$ cat src/rtl/systolic_array_ctrl_pkg.sv
// Shared definitions for the systolic array job sequencer.
// Holds the phase state encoding, the dataflow mode encodings and a small
// helper that tells whether a mode keeps an operand stationary in the PEs.
package systolic_ctrl_pkg;

  typedef enum logic [2:0] {
    IDLE   = 3'd0,
    CLEAR  = 3'd1,
    FILL   = 3'd2,
    STREAM = 3'd3,
    DRAIN  = 3'd4,
    DONE   = 3'd5
  } state_t;

  localparam logic [1:0] MODE_OS  = 2'b00;
  localparam logic [1:0] MODE_WS  = 2'b01;
  localparam logic [1:0] MODE_IS  = 2'b10;
  localparam logic [1:0] MODE_ILL = 2'b11;

  // WS and IS preload a stationary operand; OS accumulates in place instead.
  function automatic logic is_stationary(input logic [1:0] mode);
    return (mode == MODE_WS) || (mode == MODE_IS);
  endfunction

endpackage

$ cat src/rtl/systolic_array_ctrl_if.sv
// Job/feeder bus of the systolic array sequencer.
//   master : job requester / testbench side (drives start, abort, mode, count)
//   slave  : sequencer side (drives status, PE control lines, feeder handshake)
interface systolic_array_ctrl_if #(
  parameter int ROWS  = 4,
  parameter int CNT_W = 16
) ();
  import systolic_ctrl_pkg::*;

  logic             start;
  logic             abort;
  logic [1:0]       dataflow_mode;
  logic [CNT_W-1:0] num_steps;
  logic             busy;
  logic             done;
  logic             err;
  logic             array_rst_out;
  logic             stat_bit_out;
  logic [ROWS-1:0]  op2_sel_out;
  logic [ROWS-1:0]  out_sel_out;
  logic             feed_valid;
  logic             feed_sel;
  logic [CNT_W-1:0] step_idx;

  modport master (
    output start, abort, dataflow_mode, num_steps,
    input  busy, done, err, array_rst_out, stat_bit_out, op2_sel_out,
           out_sel_out, feed_valid, feed_sel, step_idx
  );

  modport slave (
    input  start, abort, dataflow_mode, num_steps,
    output busy, done, err, array_rst_out, stat_bit_out, op2_sel_out,
           out_sel_out, feed_valid, feed_sel, step_idx
  );
endinterface

$ cat src/rtl/systolic_array_ctrl_phase_counter.sv
// Loadable down-counter used to time sequencer phases.
//   clk, rst      : clock, synchronous active-high reset
//   load_i/val_i  : load a new count (has priority over decrement)
//   dec_i         : decrement by one
//   cnt_nxt_o     : value the counter takes at the next edge (look-ahead)
//   zero_o        : current count is zero
module phase_counter #(
  parameter int W = 17
) (
  input  logic         clk,
  input  logic         rst,
  input  logic         load_i,
  input  logic [W-1:0] load_val_i,
  input  logic         dec_i,
  output logic [W-1:0] cnt_nxt_o,
  output logic         zero_o
);
  logic [W-1:0] cnt_q;
  logic [W-1:0] cnt_d;

  // Next count: load wins over decrement, otherwise hold.
  always_comb begin
    cnt_d = cnt_q;
    if (load_i) begin
      cnt_d = load_val_i;
    end else if (dec_i) begin
      cnt_d = cnt_q - {{(W-1){1'b0}}, 1'b1};
    end else begin
      cnt_d = cnt_q;
    end
  end

  // Count register.
  always_ff @(posedge clk) begin
    if (rst) begin
      cnt_q <= {W{1'b0}};
    end else begin
      cnt_q <= cnt_d;
    end
  end

  assign cnt_nxt_o = cnt_d;
  assign zero_o    = (cnt_q == {W{1'b0}});
endmodule

$ cat src/rtl/systolic_array_ctrl.sv
// Job sequencer for a ROWS x COLS systolic MAC array.
// Per job: CLEAR the array, FILL stationary operands (WS/IS), STREAM operand
// vectors plus the wavefront skew flush, DRAIN accumulators (OS), then DONE.
//   clk, rst : clock, synchronous active-high reset
//   bus      : slave side of systolic_array_ctrl_if (job request, status,
//              PE control lines, edge-feeder handshake)
// Every output is registered from the next-state view, so the value seen in a
// cycle describes the phase the sequencer is in during that cycle.
module systolic_array_ctrl
  import systolic_ctrl_pkg::*;
#(
  parameter int ROWS  = 4,
  parameter int COLS  = 4,
  parameter int CNT_W = 16
) (
  input  logic                 clk,
  input  logic                 rst,
  systolic_array_ctrl_if.slave bus
);
  localparam int PW = CNT_W + 1;
  localparam logic [PW-1:0] FILL_M1 = PW'(ROWS - 1);        // FILL/DRAIN length - 1
  localparam logic [PW-1:0] SKEW_M1 = PW'(ROWS + COLS - 3); // stream tail - 1
  localparam logic [PW-1:0] SKEW    = PW'(ROWS + COLS - 2); // skew flush length
  localparam logic [PW-1:0] ONE     = PW'(1);

  state_t           state_q, state_d;
  logic [1:0]       mode_q, mode_d;
  logic [CNT_W-1:0] nsteps_q, nsteps_d;

  logic             ph_load, ph_dec, ph_zero, st_load, st_dec, st_zero;
  logic [PW-1:0]    ph_val, ph_nxt, st_val, st_nxt;
  logic [PW-1:0]    stream_len_m1, stream_idx_m1, step_base, step_full;

  logic             busy_q, done_q, err_q, arst_q, stat_q, fv_q, fsel_q;
  logic             busy_d, done_d, err_d, arst_d, stat_d, fv_d, fsel_d;
  logic [ROWS-1:0]  op2_q, op2_d, outsel_q, outsel_d;
  logic [CNT_W-1:0] idx_q, idx_d;

  // Stream length is num_steps + ROWS + COLS - 2, kept one bit wider so
  // num_steps = all ones cannot wrap.
  assign stream_len_m1 = {1'b0, nsteps_q} + SKEW_M1;
  assign stream_idx_m1 = {1'b0, nsteps_q} - ONE;

  // Remaining cycles of the current phase.
  phase_counter #(.W(PW)) u_phase (
    .clk(clk), .rst(rst), .load_i(ph_load), .load_val_i(ph_val),
    .dec_i(ph_dec), .cnt_nxt_o(ph_nxt), .zero_o(ph_zero)
  );

  // Remaining vectors to request; step_idx is derived from it.
  phase_counter #(.W(PW)) u_step (
    .clk(clk), .rst(rst), .load_i(st_load), .load_val_i(st_val),
    .dec_i(st_dec), .cnt_nxt_o(st_nxt), .zero_o(st_zero)
  );

  // Phase sequencing, job latch and counter control.
  always_comb begin
    state_d  = state_q;
    mode_d   = mode_q;
    nsteps_d = nsteps_q;
    err_d    = 1'b0;
    ph_load  = 1'b0;
    ph_val   = {PW{1'b0}};
    ph_dec   = 1'b0;
    st_load  = 1'b0;
    st_val   = {PW{1'b0}};
    st_dec   = 1'b0;
    case (state_q)
      IDLE: begin
        if (bus.start && ((bus.dataflow_mode == MODE_ILL) ||
                          (bus.num_steps == {CNT_W{1'b0}}))) begin
          err_d = 1'b1;
        end else if (bus.start) begin
          mode_d   = bus.dataflow_mode;
          nsteps_d = bus.num_steps;
          state_d  = CLEAR;
          ph_load  = 1'b1;  // CLEAR lasts one cycle
        end else begin
          state_d = IDLE;
        end
      end
      CLEAR: begin
        if (bus.abort) begin
          state_d = IDLE;
        end else if (is_stationary(mode_q)) begin
          state_d = FILL;
          ph_load = 1'b1;  ph_val = FILL_M1;
          st_load = 1'b1;  st_val = FILL_M1;
        end else begin
          state_d = STREAM;
          ph_load = 1'b1;  ph_val = stream_len_m1;
          st_load = 1'b1;  st_val = stream_idx_m1;
        end
      end
      FILL: begin
        if (bus.abort) begin
          state_d = IDLE;
        end else if (ph_zero) begin
          state_d = STREAM;
          ph_load = 1'b1;  ph_val = stream_len_m1;
          st_load = 1'b1;  st_val = stream_idx_m1;
        end else begin
          ph_dec = 1'b1;
          st_dec = ~st_zero;
        end
      end
      STREAM: begin
        if (bus.abort) begin
          state_d = IDLE;
        end else if (ph_zero && is_stationary(mode_q)) begin
          state_d = DONE;
        end else if (ph_zero) begin
          state_d = DRAIN;
          ph_load = 1'b1;  ph_val = FILL_M1;
        end else begin
          ph_dec = 1'b1;
          st_dec = ~st_zero;  // step_idx holds at the last vector during flush
        end
      end
      DRAIN: begin
        if (bus.abort) begin
          state_d = IDLE;
        end else if (ph_zero) begin
          state_d = DONE;
        end else begin
          ph_dec = 1'b1;
        end
      end
      DONE:    state_d = IDLE;
      default: state_d = IDLE;
    endcase
  end

  // Output decode from the next state so every output leaves a flop.
  always_comb begin
    busy_d    = (state_d != IDLE);
    done_d    = (state_d == DONE);
    arst_d    = (state_d == CLEAR);
    stat_d    = (state_d != IDLE) && is_stationary(mode_d);
    outsel_d  = (state_d == DRAIN) ? {ROWS{1'b1}} : {ROWS{1'b0}};
    op2_d     = {ROWS{1'b0}};
    fv_d      = 1'b0;
    fsel_d    = 1'b0;
    step_base = {PW{1'b0}};
    step_full = {PW{1'b0}};
    idx_d     = {CNT_W{1'b0}};
    case (state_d)
      FILL: begin
        fv_d      = 1'b1;
        op2_d     = (ph_nxt == {PW{1'b0}}) ? {ROWS{1'b1}} : {ROWS{1'b0}};
        step_base = FILL_M1;
        step_full = step_base - st_nxt;
        idx_d     = step_full[CNT_W-1:0];
      end
      STREAM: begin
        fsel_d    = 1'b1;
        fv_d      = (ph_nxt >= SKEW);  // first num_steps cycles of the phase
        step_base = stream_idx_m1;
        step_full = step_base - st_nxt;
        idx_d     = step_full[CNT_W-1:0];
      end
      default: begin
        idx_d = {CNT_W{1'b0}};
      end
    endcase
  end

  // State, job latch and output registers.
  always_ff @(posedge clk) begin
    if (rst) begin
      state_q  <= IDLE;
      mode_q   <= MODE_OS;
      nsteps_q <= {CNT_W{1'b0}};
      busy_q   <= 1'b0;
      done_q   <= 1'b0;
      err_q    <= 1'b0;
      arst_q   <= 1'b0;
      stat_q   <= 1'b0;
      op2_q    <= {ROWS{1'b0}};
      outsel_q <= {ROWS{1'b0}};
      fv_q     <= 1'b0;
      fsel_q   <= 1'b0;
      idx_q    <= {CNT_W{1'b0}};
    end else begin
      state_q  <= state_d;
      mode_q   <= mode_d;
      nsteps_q <= nsteps_d;
      busy_q   <= busy_d;
      done_q   <= done_d;
      err_q    <= err_d;
      arst_q   <= arst_d;
      stat_q   <= stat_d;
      op2_q    <= op2_d;
      outsel_q <= outsel_d;
      fv_q     <= fv_d;
      fsel_q   <= fsel_d;
      idx_q    <= idx_d;
    end
  end

  assign bus.busy          = busy_q;
  assign bus.done          = done_q;
  assign bus.err           = err_q;
  assign bus.array_rst_out = arst_q;
  assign bus.stat_bit_out  = stat_q;
  assign bus.op2_sel_out   = op2_q;
  assign bus.out_sel_out   = outsel_q;
  assign bus.feed_valid    = fv_q;
  assign bus.feed_sel      = fsel_q;
  assign bus.step_idx      = idx_q;
endmodule
$ cat src/flat_wrapper.sv
// flat-port wrapper written by rule: the top's interface ports become plain ports
module systolic_array_ctrl_flat import systolic_ctrl_pkg::*;
#(
  parameter int ROWS  = 4,
  parameter int COLS  = 4,
  parameter int CNT_W = 16
)
  (clk, rst, bus_start, bus_abort, bus_dataflow_mode, bus_num_steps, bus_busy, bus_done, bus_err, bus_array_rst_out, bus_stat_bit_out, bus_op2_sel_out, bus_out_sel_out, bus_feed_valid, bus_feed_sel, bus_step_idx);
  systolic_array_ctrl_if #(.ROWS(ROWS), .CNT_W(CNT_W)) bus_i ();
  input  logic clk;
  input  logic rst;
  input wire logic [$bits(bus_i.start)-1:0] bus_start;
  input wire logic [$bits(bus_i.abort)-1:0] bus_abort;
  input wire logic [$bits(bus_i.dataflow_mode)-1:0] bus_dataflow_mode;
  input wire logic [$bits(bus_i.num_steps)-1:0] bus_num_steps;
  output wire logic [$bits(bus_i.busy)-1:0] bus_busy;
  output wire logic [$bits(bus_i.done)-1:0] bus_done;
  output wire logic [$bits(bus_i.err)-1:0] bus_err;
  output wire logic [$bits(bus_i.array_rst_out)-1:0] bus_array_rst_out;
  output wire logic [$bits(bus_i.stat_bit_out)-1:0] bus_stat_bit_out;
  output wire logic [$bits(bus_i.op2_sel_out)-1:0] bus_op2_sel_out;
  output wire logic [$bits(bus_i.out_sel_out)-1:0] bus_out_sel_out;
  output wire logic [$bits(bus_i.feed_valid)-1:0] bus_feed_valid;
  output wire logic [$bits(bus_i.feed_sel)-1:0] bus_feed_sel;
  output wire logic [$bits(bus_i.step_idx)-1:0] bus_step_idx;
  assign bus_i.start = bus_start;
  assign bus_i.abort = bus_abort;
  assign bus_i.dataflow_mode = bus_dataflow_mode;
  assign bus_i.num_steps = bus_num_steps;
  assign bus_busy = bus_i.busy;
  assign bus_done = bus_i.done;
  assign bus_err = bus_i.err;
  assign bus_array_rst_out = bus_i.array_rst_out;
  assign bus_stat_bit_out = bus_i.stat_bit_out;
  assign bus_op2_sel_out = bus_i.op2_sel_out;
  assign bus_out_sel_out = bus_i.out_sel_out;
  assign bus_feed_valid = bus_i.feed_valid;
  assign bus_feed_sel = bus_i.feed_sel;
  assign bus_step_idx = bus_i.step_idx;
  systolic_array_ctrl #(.ROWS(ROWS), .COLS(COLS), .CNT_W(CNT_W)) u_core (.clk(clk), .rst(rst), .bus(bus_i));
endmodule
$ cat config.mk
export PLATFORM = sky130hd
export DESIGN_NAME = systolic_array_ctrl_flat
export DESIGN_NICKNAME = d
export VERILOG_FILES = /design/src/rtl/systolic_array_ctrl_pkg.sv /design/src/rtl/systolic_array_ctrl_if.sv /design/src/rtl/systolic_array_ctrl_phase_counter.sv /design/src/rtl/systolic_array_ctrl.sv /design/src/flat_wrapper.sv
export SDC_FILE = /design/constraint.sdc
export NUM_CORES = 1
export LEC_CHECK = 0
export BUFFER_PORTS_ARGS = -buffer_cell sky130_fd_sc_hd__buf_2
export CAP_MARGIN = 25
export CORE_UTILIZATION = 65
export CTS_CLUSTER_SIZE = 28
export DETAILED_ROUTE_END_ITERATION = 8
export PLACE_DENSITY = 0.87
export SLEW_MARGIN = 30
export SYNTH_ARGS = -nofsm -noshare
export SYNTH_HDL_FRONTEND = slang
export SYNTH_SLANG_ARGS = --single-unit
$ cat constraint.sdc
create_clock -name clk -period 11.08 [get_ports clk]
set_input_delay 2.216 -clock clk [delete_from_list [all_inputs] [get_ports clk]]
set_output_delay 2.216 -clock clk [all_outputs]
set_load 0.005 [all_outputs]
Word level (Yosys, flattened, before mapping)
Cells that the tools add are included.
{"block": "totals", "regBits": 86, "input_bits": 22, "out_inout_bits": 31, "word_cells": 113}
{"block": "classes", "add_sub_neg": 6, "order_cmp": 1, "n_eq_ne": 14, "muxes": 57, "bitwise_logic": 4, "n_reduce_logical": 16}
{"operator": "17-bit 2-to-1 mux", "n": 14}
{"operator": "17-bit zero test", "n": 3}
{"operator": "17-bit case mux with 3 select lines", "n": 1}
{"operator": "17-bit case mux with 2 select lines", "n": 1}
{"operator": "17-bit by 1-bit subtractor with 17-bit output (second input constant)", "n": 2}
{"operator": "16-bit case mux with 2 select lines", "n": 1}
{"operator": "3-bit 2-to-1 mux", "n": 9}
{"operator": "1-bit 2-to-1 mux", "n": 19}
{"operator": "16-bit by 3-bit adder with 17-bit output (second input constant)", "n": 1}
{"operator": "17-bit by 3-bit greater-or-equal comparator with 1-bit output (second input constant)", "n": 1}
{"operator": "16-bit by 1-bit subtractor with 17-bit output (second input constant)", "n": 1}
{"operator": "16-bit zero test", "n": 1}
{"operator": "16-bit subtractor", "n": 1}
{"operator": "2-bit by 16-bit subtractor with 16-bit output (first input constant)", "n": 1}
{"operator": "3-bit case mux with 5 select lines", "n": 1}
{"operator": "3-bit by 2-bit == test with 1-bit output (second input constant)", "n": 4}
{"operator": "3-bit == test (second input constant)", "n": 3}
{"operator": "2-bit 2-to-1 mux", "n": 4}
{"operator": "4-bit 2-to-1 mux", "n": 2}
{"operator": "1-bit case mux with 2 select lines", "n": 4}
{"operator": "2-bit == test (second input constant)", "n": 3}
{"operator": "3-bit by 1-bit == test with 1-bit output (second input constant)", "n": 2}
{"operator": "2-bit OR reduction", "n": 3}
{"operator": "2-bit by 1-bit == test with 1-bit output (second input constant)", "n": 2}
{"operator": "other kinds (7)", "n": 14}

Logic depth before layout (Yosys ltp)
{"block": "logic_depth", "ltp_word": 10, "mapped_depth": 19, "ltp_nobuf": 19}

By module
A second synthesis with hierarchy kept.
{"block": "hier_totals", "cells_unflattened": 735, "area_unflattened_um2": 5669.2}
{"mod": "systolic_array_ctrl", "instances": 1, "cells_each": 455, "area_per_inst_um2": 3502.1, "seq_area_each_um2": 920.9}
{"mod": "phase_counter", "instances": 2, "cells_each": 140, "area_per_inst_um2": 1083.5, "seq_area_each_um2": 340.3}

Worst setup path before layout
No wires, ideal clock.
{"block": "synth_path", "kind": "input -> register", "from": "in bus_abort", "to": "reg u_core.idx_q[14] (netlist: u_core.bus.step_idx[14])", "setup_ns": 0.134, "arrival_time_ns": 5.650, "required_ns": 10.946, "slack_ns": 5.296, "cell_stages": 16, "path_buffers": 4, "path_cell_list": "buf_2 or4b_1 clkbuf_1 nor2_1 o21bai_1 buf_4 clkbuf_1 a22oi_1 ha_1 o21ai_0 a21oi_1 o22ai_1 o21ai_1 a311oi_1 xor2_1 o22ai_1"}
{"block": "synth_between", "elab_chain_cells": 6, "word_cells_on_any_way": 21, "cone_classes": "2 x add/sub; 2 x eq/ne; 17 x mux"}
{"element": "start, declared", "line": "flat_wrapper.sv:13", "source": "input wire logic [$bits(bus_i.abort)-1:0] bus_abort;"}
{"element": "1-bit 2-to-1 mux (on tied branches)", "line": "systolic_array_ctrl.sv:108, systolic_array_ctrl.sv:96"}
{"element": "1-bit case mux with 2 select lines", "line": "systolic_array_ctrl.sv:68", "source": "case (state_q)"}
{"element": "17-bit 2-to-1 mux", "line": "systolic_array_ctrl_phase_counter.sv:26", "source": "end else if (dec_i) begin"}
{"element": "17-bit 2-to-1 mux", "line": "systolic_array_ctrl_phase_counter.sv:24", "source": "if (load_i) begin"}
{"element": "16-bit subtractor or 2-bit by 16-bit subtractor with 16-bit output (tied branches)", "line": "systolic_array_ctrl.sv:159, systolic_array_ctrl.sv:152"}
{"element": "16-bit case mux with 2 select lines (*)", "line": "systolic_array_ctrl.sv:147", "source": "case (state_d)"}
{"element": "end signal, assigned", "line": "systolic_array_ctrl.sv:183", "source": "idx_q <= {CNT_W{1'b0}};"}
{"element": "end signal, assigned", "line": "systolic_array_ctrl.sv:197", "source": "idx_q <= idx_d;"}
{"element": "end, declared", "line": "systolic_array_ctrl.sv:37", "source": "logic [CNT_W-1:0] idx_q, idx_d;"}
Mark *: on every way between the ends. The rest lies on a longest branch, timed or not.
A chain may end at the register's enable or synchronous reset.

Worst setup path after layout
Same ends and word-level chain as after synthesis.

==> flow_summary_export.csv <==
group,metric,value,unit
sta,fin_worst_skew,0.01363,ns
yosys,netlist_area,5301,sq um
floorplan,placementRows,32,
job,max_cap_violations,0,
finish,fill_cells,614,
finish,antennaDiodeCount,0,
sta,period_share,52.72,%
floorplan,io_pins,53,
clock_network,path_clk_slew,0.10,ns
grt,antenna_found_initial,0,
sta,setup_viol,0,
yosys,syn-num-nets,724,
power,p_per_area,236.3,nW/um^2
yosys,synth_edf_count,0,
yosys,ys.flop_type,"dfxtp_1",
setup_path,cp_slowest_cell,"or3b_1",
sta,tightest_slew,0.9776,ns
detailed_routing,vias,5162,
clock_network,clockBufferDepth,2,
detailed_routing,drc,0,
finish,mostFrequentLayoutCell,"nand2_1",
clock_network,tritoncts,"yes",
clock_network,cts.repair.resized,0,
placement,io_buffers,52,
setup_path,critPathTopFamily,"compound AO/OA/AOI/OAI gates",
yosys,async_flop_share,0,%
yosys,synth_cell_types,62,
sta,rsz0062_at_grt,"no",
clock_network,cts_root_buf,"clkbuf_8",
status,status,"complete, no violations",
grt,grt_pass1_wl,23.00,mm
setup_path,critPathLaunchType,"primary input",
yosys,postSynthAreaPerCell,7.808,sq um
setup_path,path_buf_inv,2,
detailed_routing,drt-pass1-iter-count,5,
sta,tns,0,ns
power,p_leak,2.353,nW
setup_path,cp.arrival,6.08,ns
sta,drv_slew,0,
setup_path,path_max_fanout,17,
clock_network,cts-htree-levels,3,
finish,final_cell_mix,"nand2_1 (81), dfxtp_1 (80), nor2_1 (60), a21oi_1 (51), buf_2 (51)",
yosys,synth.area.top_cells,"dfxtp_1 (30%), xor2_1 (6.9%), xnor2_1 (5.9%)",
placement,post-dp-hpwl,10.44,mm
floorplan,start_util,67.90,%
finish,final_area,5710,sq um
finish,drive_gt1_share,12.73,%
yosys,yosysWarningCount,0,
sta,finalHoldViolCount,0,
worst_hold_path,hold_class,"register to register",
placement,dp.cells,793,
placement,placedInstanceArea,5505,sq um
finish,fin_cells,809,
floorplan,core_area,7807,sq um
power,ir_drop,0.0001365,V
setup_path,critPathKind,"primary input to register",
grt,grt_pass1_vias,4857,
finish,finalCoreUtilization,73.14,%
grt,grt_max_degree,59,
yosys,syn_inst,679,
clock_network,numCtsBuffers,9,
setup_path,critPathMaxStageDelay,0.50,ns
setup_path,path_cells,"buf_2 > or3b_1 > or3_1 > o21bai_1 > buf_4 > nand2_1 > o311a_1 > ha_1 > a211oi_1 > o21ai_0 > o22ai_1 > o21ai_1 > a311oi_1 > xor2_1 > o22ai_1",
sta,fin_crit,5.841,ns
setup_path,critPathCaptureType,"register",
detailed_routing,drtAntennaViolNets,0,
clock_network,cts_sinks,80,
grt,grtUsageTotal,34.00,%
setup_path,crit_required,11.32,ns
yosys,synth_top_area_share,30.21,%
floorplan,floorplan.die.width,92.31,um
sta,fmax,0.1712,GHz
floorplan,dieHeight,92.31,um
grt,grt-ovfl-total,0,
clock_network,cts_setup_buffers,0,
clock_network,cts_hold_buffers,0,
detailed_routing,wl_per_cell,17.20,um
placement,gp_congestion,0.9308,
sta,max-slew-margin-rel,34.59,%
clock_network,clk_latency,0.37,ns
yosys,synth_largest_area_cell,"dfxtp_1",
sta,holdWs,0.4991,ns
finish,nNetsFinal,747,
detailed_routing,drt_iter0_markers,329,
yosys,ys_ff_latch,80,
yosys,synth-seq-area-share,30.21,%
setup_path,path_common_cell,"o22ai_1",
finish,areaGrowthSynthToFinish,7.718,%
detailed_routing,wirelength,13.92,mm
detailed_routing,viasPerCell,6.381,
floorplan,die-area,8521,sq um
==> flip-flops by register name, summed over array words and instances, names as in the netlist, 2 cells and up <==
name and count:
u_core.state_q 3, u_core.mode_q 2, u_core.u_phase.cnt_q 17, u_core.bus.step_idx 16
u_core.nsteps_q 16, u_core.u_step.cnt_q 17
==> worst min-delay path, delay by kind of cell (launching register included) <==
family | cells | cell delay [ns]
compound gates | 1 | 0.05
flops | 1 | 0.35
simple gates | 1 | 0.06
==> worst paths after layout <==
kind                            from                      end  slack, ns  depth (start not counted)
max reg2reg  u_core.u_phase.cnt_q[8]  u_core.bus.step_idx[14]       6.48                         13
max                        bus_abort  u_core.bus.step_idx[14]       5.24                         15
min reg2reg         u_core.mode_q[0]         u_core.mode_q[0]       0.50                          2
min                 u_core.mode_q[0]         u_core.mode_q[0]       0.50                          2
==> metal layers <==
| metal | GRT usage (%) | vias to the layer above | wire length, um |
|---|---|---|---|
| met5 | 0 | - | 0 |
| met3 | 3.612 | 40 | 815 |
| met1 | 41.34 | 2412 | 5754 |
| met4 | 18.75 | 0 | 542 |
| met2 | 58.52 | 241 | 6804 |
| li1 | - | 2469 | - |
==> cells by family (layout without fill, tap and decap cells) <==
| family | count (synthesis) | in the layout | share of synthesized area, % |
|---|---|---|---|
| multiplexers | 2 | 2 | 0.3776 |
| AND/OR/NAND/NOR | 298 | 298 | 28.20 |
| flip-flops | 80 | 80 | 30.21 |
| AO/OA/AOI/OAI | 141 | 141 | 17.87 |
| XOR/XNOR | 78 | 78 | 12.89 |
| adder cells (fa/ha/maj) | 23 | 23 | 5.570 |
| buffers and inverters | 57 | 85 | 4.885 |
==> Yosys cell counts (all sizes together) (9+ instances only) <==
master  number
nand4        9
xor2        42
xnor2       36
o22ai       21
nand3       22
or3         16
o21ai       17
nor2        61
clkbuf      29
nor4        19
nand2       81
a21oi       52
nor2b       12
nor3        34
dfxtp       80
buf         14
inv         14
ha          22
==> metrics by stage <==
stage	power, mW	setup WS [ns]
floorplan	0.9439	5.296
global placement	1.083	5.039
detailed placement	1.106	4.920
CTS	1.331	5.267
global route	1.442	4.953
finish	1.349	5.239
==> cell type report <==
type                    instances  area (sq um)  share of cell area (%)
clock buffers                   9         123.9                   2.169
flip-flops and latches         80          1602                   28.05
inverters                      14         52.55                  0.9202
multi-input cells             542          3441                   60.25
well taps                     102         127.6                   2.235
repair buffers                 55         285.3                   4.996
clock inverters                 7         78.83                   1.380
==> where the power goes <==
| group | total (mW) | switching (mW) | internal, mW | leakage [nW] |
|---|---|---|---|---|
| sequential | 0.361 | 0.0389 | 0.323 | 0.650 |
| combinational | 0.759 | 0.467 | 0.292 | 1.61 |
| clock | 0.229 | 0.122 | 0.107 | 0.0982 |
| total | 1.35 | 0.628 | 0.721 | 2.35 |
Power figures use the tool's default switching activity.
